===== config.mk =====
export PLATFORM = sky130hd
export DESIGN_NAME = mix_columns_seq
export DESIGN_NICKNAME = d
export VERILOG_FILES = /design/src/rtl/aes_pkg.sv /design/src/rtl/gf_mix_column.sv /design/src/rtl/mix_columns_seq.sv
export SDC_FILE = /design/constraint.sdc
export NUM_CORES = 1
export LEC_CHECK = 0
export CAP_MARGIN = 20
export CORE_MARGIN = 1
export CORE_UTILIZATION = 49
export CTS_CLUSTER_SIZE = 40
export DETAILED_ROUTE_END_ITERATION = 6
export PLACE_DENSITY = 0.8
export SLEW_MARGIN = 0
export SYNTH_ARGS = -nofsm -noshare
export SYNTH_HDL_FRONTEND = slang
export SYNTH_HIERARCHICAL = 1
export SYNTH_SLANG_ARGS = --single-unit

===== constraint.sdc =====
create_clock -name clk -period 3.66 [get_ports clk]
set_clock_uncertainty 0.15 [all_clocks]
set_input_delay 0.732 -clock clk [delete_from_list [all_inputs] [get_ports clk]]
set_output_delay 0.732 -clock clk [all_outputs]
set_load 0.05 [all_outputs]

===== src/rtl/aes_pkg.sv =====
// Shared AES definitions: GF(2^8) arithmetic and the MixColumns engine FSM encoding.
// Latency: n/a (constants, types and pure functions only).
// Backpressure: n/a.
package aes_pkg;

  // Low byte of the AES field polynomial x^8 + x^4 + x^3 + x + 1 (0x11B).
  localparam logic [7:0] GF_RED = 8'h1B;

  typedef enum logic [1:0] {
    ST_IDLE = 2'd0,
    ST_BUSY = 2'd1,
    ST_DONE = 2'd2
  } mc_state_e;

  // Multiply by x in GF(2^8), reducing when the top bit shifts out.
  function automatic logic [7:0] xtime(input logic [7:0] a);
    return {a[6:0], 1'b0} ^ (a[7] ? GF_RED : 8'h00);
  endfunction

  function automatic logic [7:0] mul2(input logic [7:0] a);
    return xtime(a);
  endfunction

  // 3*a = 2*a + a; addition in GF(2^8) is XOR.
  function automatic logic [7:0] mul3(input logic [7:0] a);
    return xtime(a) ^ a;
  endfunction

endpackage


===== src/rtl/gf_mix_column.sv =====
// Forward AES MixColumns on a single 4-byte column.
// Latency: combinational, zero cycles.
// Backpressure: none; output follows input.
// Ports: a0..a3 = input column rows 0..3, b0..b3 = product rows 0..3.
module gf_mix_column
  import aes_pkg::*;
(
  input  logic [7:0] a0,
  input  logic [7:0] a1,
  input  logic [7:0] a2,
  input  logic [7:0] a3,
  output logic [7:0] b0,
  output logic [7:0] b1,
  output logic [7:0] b2,
  output logic [7:0] b3
);

  // Circulant matrix rows: [02 03 01 01], [01 02 03 01], [01 01 02 03], [03 01 01 02].
  always_comb begin
    b0 = mul2(a0) ^ mul3(a1) ^ a2       ^ a3;
    b1 = a0       ^ mul2(a1) ^ mul3(a2) ^ a3;
    b2 = a0       ^ a1       ^ mul2(a2) ^ mul3(a3);
    b3 = mul3(a0) ^ a1       ^ a2       ^ mul2(a3);
  end

endmodule


===== src/rtl/mix_columns_seq.sv =====
// Sequential forward MixColumns: one column per clock through one shared column multiplier.
// Latency: 4 cycles from accept to out_valid; 1 cycle when in_bypass is set.
// Backpressure: result held stable in DONE until out_ready; in_ready only high in IDLE.
// Ports: clk/rst (sync, active-high); in_valid/in_ready/in_state/in_bypass input handshake;
//        out_valid/out_ready/out_state output handshake; busy = block in flight.
module mix_columns_seq
  import aes_pkg::*;
(
  input  logic         clk,
  input  logic         rst,
  input  logic         in_valid,
  output logic         in_ready,
  input  logic [127:0] in_state,
  input  logic         in_bypass,
  output logic         out_valid,
  input  logic         out_ready,
  output logic [127:0] out_state,
  output logic         busy
);

  mc_state_e    fsm_q;
  mc_state_e    fsm_d;
  logic [127:0] state_q;
  logic [127:0] state_upd;
  logic         bypass_q;
  logic [1:0]   col_q;
  logic [31:0]  col_in;
  logic [31:0]  col_out;

  // ---------------- FSM: state register ----------------
  always_ff @(posedge clk) begin
    if (rst) begin
      fsm_q <= ST_IDLE;
    end else begin
      fsm_q <= fsm_d;
    end
  end

  // ---------------- FSM: next state ----------------
  // Bypassed blocks still spend one cycle in BUSY (without touching the data),
  // which gives the final round its one-cycle latency and 3-cycle cadence.
  always_comb begin
    fsm_d = fsm_q;
    case (fsm_q)
      ST_IDLE: if (in_valid)                  fsm_d = ST_BUSY;
      ST_BUSY: if (bypass_q || col_q == 2'd3) fsm_d = ST_DONE;
      ST_DONE: if (out_ready)                 fsm_d = ST_IDLE;
      default:                                fsm_d = ST_IDLE;
    endcase
  end

  // ---------------- FSM: outputs ----------------
  always_comb begin
    in_ready  = 1'b0;
    out_valid = 1'b0;
    busy      = 1'b0;
    case (fsm_q)
      ST_IDLE: in_ready = 1'b1;
      ST_BUSY: busy     = 1'b1;
      ST_DONE: begin
        out_valid = 1'b1;
        busy      = 1'b1;
      end
      default: in_ready = 1'b0;
    endcase
  end

  assign out_state = state_q;

  // ---------------- column select ----------------
  always_comb begin
    col_in = 32'h0;
    case (col_q)
      2'd0: col_in = state_q[127:96];
      2'd1: col_in = state_q[95:64];
      2'd2: col_in = state_q[63:32];
      2'd3: col_in = state_q[31:0];
      default: col_in = 32'h0;
    endcase
  end

  gf_mix_column u_col (
    .a0 (col_in[31:24]),
    .a1 (col_in[23:16]),
    .a2 (col_in[15:8]),
    .a3 (col_in[7:0]),
    .b0 (col_out[31:24]),
    .b1 (col_out[23:16]),
    .b2 (col_out[15:8]),
    .b3 (col_out[7:0])
  );

  // Write the product back over the column it was read from; others unchanged.
  always_comb begin
    state_upd = state_q;
    case (col_q)
      2'd0: state_upd[127:96] = col_out;
      2'd1: state_upd[95:64]  = col_out;
      2'd2: state_upd[63:32]  = col_out;
      2'd3: state_upd[31:0]   = col_out;
      default: state_upd = state_q;
    endcase
  end

  // ---------------- datapath registers ----------------
  always_ff @(posedge clk) begin
    if (rst) begin
      state_q  <= 128'h0;
      bypass_q <= 1'b0;
      col_q    <= 2'd0;
    end else begin
      case (fsm_q)
        ST_IDLE: begin
          if (in_valid) begin
            state_q  <= in_state;
            bypass_q <= in_bypass;
            col_q    <= 2'd0;
          end
        end
        ST_BUSY: begin
          if (!bypass_q) begin
            state_q <= state_upd;
            col_q   <= col_q + 2'd1;  // wraps 3 -> 0 on the last column
          end
        end
        default: begin
        end
      endcase
    end
  end

endmodule


[Word level (Yosys, flattened, before mapping)]
Cells that the tools add are included.
Cells by class
  $add $sub $neg: 1
  equality and inequality tests: 13
  muxes and demuxes: 22
  bitwise gates (word level): 20
  reductions and logical operators: 12
Operator list (count)
  128-bit two-way mux: 2
  128-bit case mux with 2 select lines: 1
  8-bit bitwise XOR: 19
  32-bit two-way mux: 4
  32-bit case mux with 4 select lines: 1
  5-bit two-way mux: 4
  4-bit AND reduction: 4
  2-bit two-way mux: 5
  2-bit inequality test (second input constant): 5
  8-bit by 5-bit bitwise XOR with 8-bit output: 1
  2-bit equality test (second input constant): 3
  2-bit by 1-bit inequality test with 1-bit output (second input constant): 3
  2-bit case mux with 3 select lines: 1
  3-bit AND reduction: 2
  2-bit by 1-bit equality test with 1-bit output (second input constant): 2
  2-bit logical NOT: 2
  2-bit case mux with 2 select lines: 1
  1-bit two-way mux: 3
  2-bit by 1-bit adder with 2-bit output (second input constant): 1
  2-bit AND reduction: 1
  2-bit nonzero test: 1
  2-bit OR reduction: 1
  1-bit logical OR: 1
Word-level totals
  bits in registers: 133
  bits of input ports: 133
  output and inout port bits: 131
  logic and storage cells: 75

[Logic depth before layout (Yosys ltp)]
  depth in word-level cells: 11
  gate-level depth with buffers: 11
  mapped depth without buffers: 9

[By module]
The synthesis kept the hierarchy.
Modules (own cells, without submodules)
  mix_columns_seq: instances 1, cells an instance 856, area an instance 8125.3 µm², sequential area each 2662.6 µm²
  gf_mix_column: instances 1, cells an instance 81, area an instance 1337.5 µm², sequential area each 0.0 µm²

[Least setup slack after synthesis]
Ideal clock, no wire load.
  path type: flip-flop to flip-flop
  start: register col_q[0]
  end: register state_q[113] (netlist: out_state[113])
  library setup time: 0.134 ns
  arrival: 2.913 ns
  data required time: 3.376 ns
  path slack: 0.463 ns
  stages on the path, launching flop included: 12
  buffers on the path: 3
  clock period less this slack: 3.197 ns
  cell sequence: dfxtp_1 > inv_1 > ha_1 > clkbuf_1 > buf_1 > mux2i_1 > buf_4 > xor3_2 > xnor3_1 > mux2_2 > a211oi_1 > a211oi_1
On the way
  word-level cells in the longest chain between the ends: 10
  elaborated cells on any way between the ends: 18
  classes of those cells: eq/ne: 4; mux: 6; bitwise: 6; reduce/logical: 2
Ends and longest elaborated chain
  start: declaration: line mix_columns_seq.sv:26  | logic [1:0] col_q;
  start signal: assignment: line mix_columns_seq.sv:123  | col_q <= col_q + 2'd1;
  2-bit equality test, or another cell as far along: line mix_columns_seq.sv:73  | case (col_q)
  32-bit case mux with 4 select lines (*): line mix_columns_seq.sv:73
  named net col_in[15]: line mix_columns_seq.sv:27  | logic [31:0] col_in;
  5-bit two-way mux (*): line aes_pkg.sv:17  | return {a[6:0], 1'b0} ^ (a[7] ? GF_RED : 8'h00);
  8-bit bitwise XOR (*): line aes_pkg.sv:17
  8-bit bitwise XOR (*): line aes_pkg.sv:26  | return xtime(a) ^ a;
  8-bit bitwise XOR (*) (2 in a row): line gf_mix_column.sv:21  | b1 = a0 ^ mul2(a1) ^ mul3(a2) ^ a3;
  named net col_out[17]: line mix_columns_seq.sv:28  | logic [31:0] col_out;
  32-bit two-way mux (*): line mix_columns_seq.sv:96  | case (col_q)
  128-bit two-way mux (*): line mix_columns_seq.sv:121  | if (!bypass_q) begin
  128-bit case mux with 2 select lines (*): line mix_columns_seq.sv:112  | case (fsm_q)
  end signal: assignment: line mix_columns_seq.sv:115  | state_q <= in_state;
  end signal: assignment: line mix_columns_seq.sv:122  | state_q <= state_upd;
  end: declaration: line mix_columns_seq.sv:23  | logic [127:0] state_q;
The timed path passes the listed nets; every way through them passes the cells marked *. The select of a mux whose other input is x is not followed.
A chain may end at the register's enable or synchronous reset.

[Worst setup path after layout]
  start: register col_q[0]
  end: register state_q[81] (netlist: out_state[81])
On the way
  elaborated cells on any way between the ends: 18
  classes of those cells: eq/ne: 4; mux: 6; bitwise: 6; reduce/logical: 2
RTL lines (line)
  2-bit equality test, or another cell as far along: mix_columns_seq.sv:73
  32-bit case mux with 4 select lines (*): mix_columns_seq.sv:73
  named net col_in[8]: mix_columns_seq.sv:27
  8-bit bitwise XOR (*): aes_pkg.sv:17
  8-bit bitwise XOR (*): aes_pkg.sv:26
  8-bit bitwise XOR (*) (2 in a row): gf_mix_column.sv:21
  named net col_out[17]: mix_columns_seq.sv:28
  32-bit two-way mux (*): mix_columns_seq.sv:96
  128-bit two-way mux (*): mix_columns_seq.sv:121
  128-bit case mux with 2 select lines (*): mix_columns_seq.sv:112
Marks and branches as above.

==> impl_results.md <==
* Cell area after synthesis at 9460 sq um
* Worst-path fanout max at 11
* Clock Sinks at 133
* Post-Syn Nets at 1080
* Setup violators final at 0
* CTS root buf: clkbuf_16
* Nets at 1279
* I/O Pins at 264
* H-tree depth at 4
* Vias in the first global route at 8559
* PortBufs at 263
* Area Growth Syn to Fin at 34.1%
* Share of layout cells above drive strength 1 at 17.6%
* Synth warn at 6
* Synth cell types at 34
* Minimum clock period at 3.57 ns
* Initial antenna violation count at 0
* Total gr overflow at 0
* Initial core utilization at 50.3%
* Avg Inst Size Synth at 10.1 sq um
* Max Slew Vio Count at 0
* HPWL after DPL at 22200 microns
* Clk_lat worst skew at 0.42 ns
* Unrepaired setup endpoints after global routing: false
* Syn Inst Count at 937
* Cts hold-fix bufs at 0
* First-pass GRT wire length at 49300 microns
* Total track usage at 32.5%
* CP startpoint kind: flip-flop
* CTS tree: yes
* Yosys reg bits at 133
* Reg clk slew, reported paths at 0.06 ns
* ANT cells at 0
* CTS buffer count at 17
* Setup Fix Bufs, Post-CTS at 0
* WL per Instance at 23.2 microns
* Max-cap violations at 0
* Setup crit end: out_state[81]
* CP Capture Type: flip-flop
* Max clock buf depth at 2
* Slew @ Worst Pin at 0.804 ns
* Status: completed
* Routing usage on met3 at 6.59%
* Iter 0 DRT Violations at 1163
* Core area at 18800 sq um
* Worst EP required at 3.80 ns
* Fmax achieved at 280 MHz
* GR Util met2 at 53.6%
* Fin. Hold Viols at 0
* Grt peak-use layer: met2
* Seq/Total Area, Yosys at 28.1%
* GPL Wtd Cong at 0.902
* Hold Path Class: flip-flop to flip-flop
* Row count at 50
* Die Y-Extent at 141 microns
* Most frequent cells in the layout: clkdlybuf4s50_1, a211oi_1, inv_1, dfxtp_1, mux2_2
* Pre-antenna DRT Iters at 7
* Crit path DAT at 3.71 ns
* Vias at 8635
* Final period util at 97.6%
* Antenna violation net count after detailed routing at 0
* WHS at 0.331 ns
* Post-CTS Resized at 0
* Setup TNS at 0 ns
* CP Class: flip-flop to flip-flop
* Reg2reg setup slack at 0.09 ns
* Slew margin rel. at 44.9%
* Largest net degree at the start of global routing at 146
* Drt drc at 0
* Die area at 19900 sq um
* Path depth of the worst reg2reg path at 10
* Vias per inst at 6.14
* Die width at 141 microns
* Critical Path Start: col_q[0]
* GRT met1 Usage at 41.6%
* R2r startpoint: col_q[0]
* Most common cell after layout, fill and taps aside: clkdlybuf4s50_1
* Final WL at 32600 microns
* R2R Path End: out_state[81]
[cell type report]
cell class                      instances  area [sq um]
Fill cell                            1439          6140
Inverter                              133           499
Clock buffer                           23           468
Clock inverter                          6          55.1
Multi-Input combinational cell        564          5780
Timing Repair Buffer                  287          2900
Tap cell                              260           325
Sequential cell                       133          2660
[worst min-delay path by stage]
stage	from	to	slack, ns	cells after the start
CTS	out_state[69]	out_state[69]	0.33	2
floorplan	fsm_q[1]	fsm_q[1]	0.32	2
finish	out_state[88]	out_state[88]	0.33	2
global placement	out_state[69]	out_state[69]	0.31	2
global route	out_state[32]	out_state[32]	0.35	2
detailed placement	out_state[64]	out_state[64]	0.32	2
[sequential cells by signal, indices dropped and copies added, names as in the netlist]
name	cells
bypass_q	1
col_q	2
fsm_q	2
out_state	128
[synth_stat cells (all sizes together)]
library cell	instances	area share (%)
xor3	11	2.8
nand2b	10	0.66
and2	1	0.066
nor2	1	0.040
mux2	128	15
a222oi	32	3.4
inv	133	5.3
xor2	13	1.2
a21oi	2	0.11
a22oi	1	0.079
xnor3	32	7.6
nand2	2	0.079
o32ai	2	0.19
dfxtp	133	28
or2b	1	0.079
nand3	1	0.053
nor2b	1	0.066
mux2i	35	3.8
o21a	1	0.079
xnor2	19	2.2
a21o	4	0.63
clkbuf	35	1.4
o311a	1	0.11
ha	10	1.3
buf	72	5.1
a211oi	256	20
[routing by layer]
| layer | wire [microns] | up-vias |
|---|---|---|
| li1 | - | 3886 |
| met1 | 13100 | 4135 |
| met2 | 15700 | 525 |
| met3 | 2780 | 89 |
| met4 | 1040 | 0 |
| met5 | 0 | - |
[cells by family (layout without fill, tap and decap cells)]
logic type      after synthesis  in the layout  share of synthesized area, %
xor+xnor                     75             75                          13.8
simple gates                 17             17                          1.04
fa+ha+maj                    10             10                          1.32
buf+inv                     240            449                          11.8
flops                       133            133                          28.1
compound gates              299            299                          24.9
mux                         163            163                          19.1
[critical path, cell delays in order, from the launching register on]
cell,delay [ns]
dfxtp_1,0.41
inv_1,0.13
ha_1,0.28
buf_4,0.22
a222oi_1,0.47
mux2i_2,0.26
xor3_2,0.50
xnor3_1,0.42
mux2_2,0.29
a211oi_1,0.23
a211oi_1,0.08
[through the flow]
stage	area (sq um)	utilization, %	cells	setup slack (ns)
5_1_grt	12700	67.4	1406	0.000952
4_1_cts	12600	67.0	1406	0.0766
2_1_floorplan	9460	-	937	0.463
3_3_place_gp	12100	64.2	1377	0.215
6_report	12700	67.4	1406	0.0897
3_5_place_dp	12100	64.2	1377	0.155
Power is not shown: default switching activity piles up to over one toggle a cycle in this logic, so the estimate is an artifact.
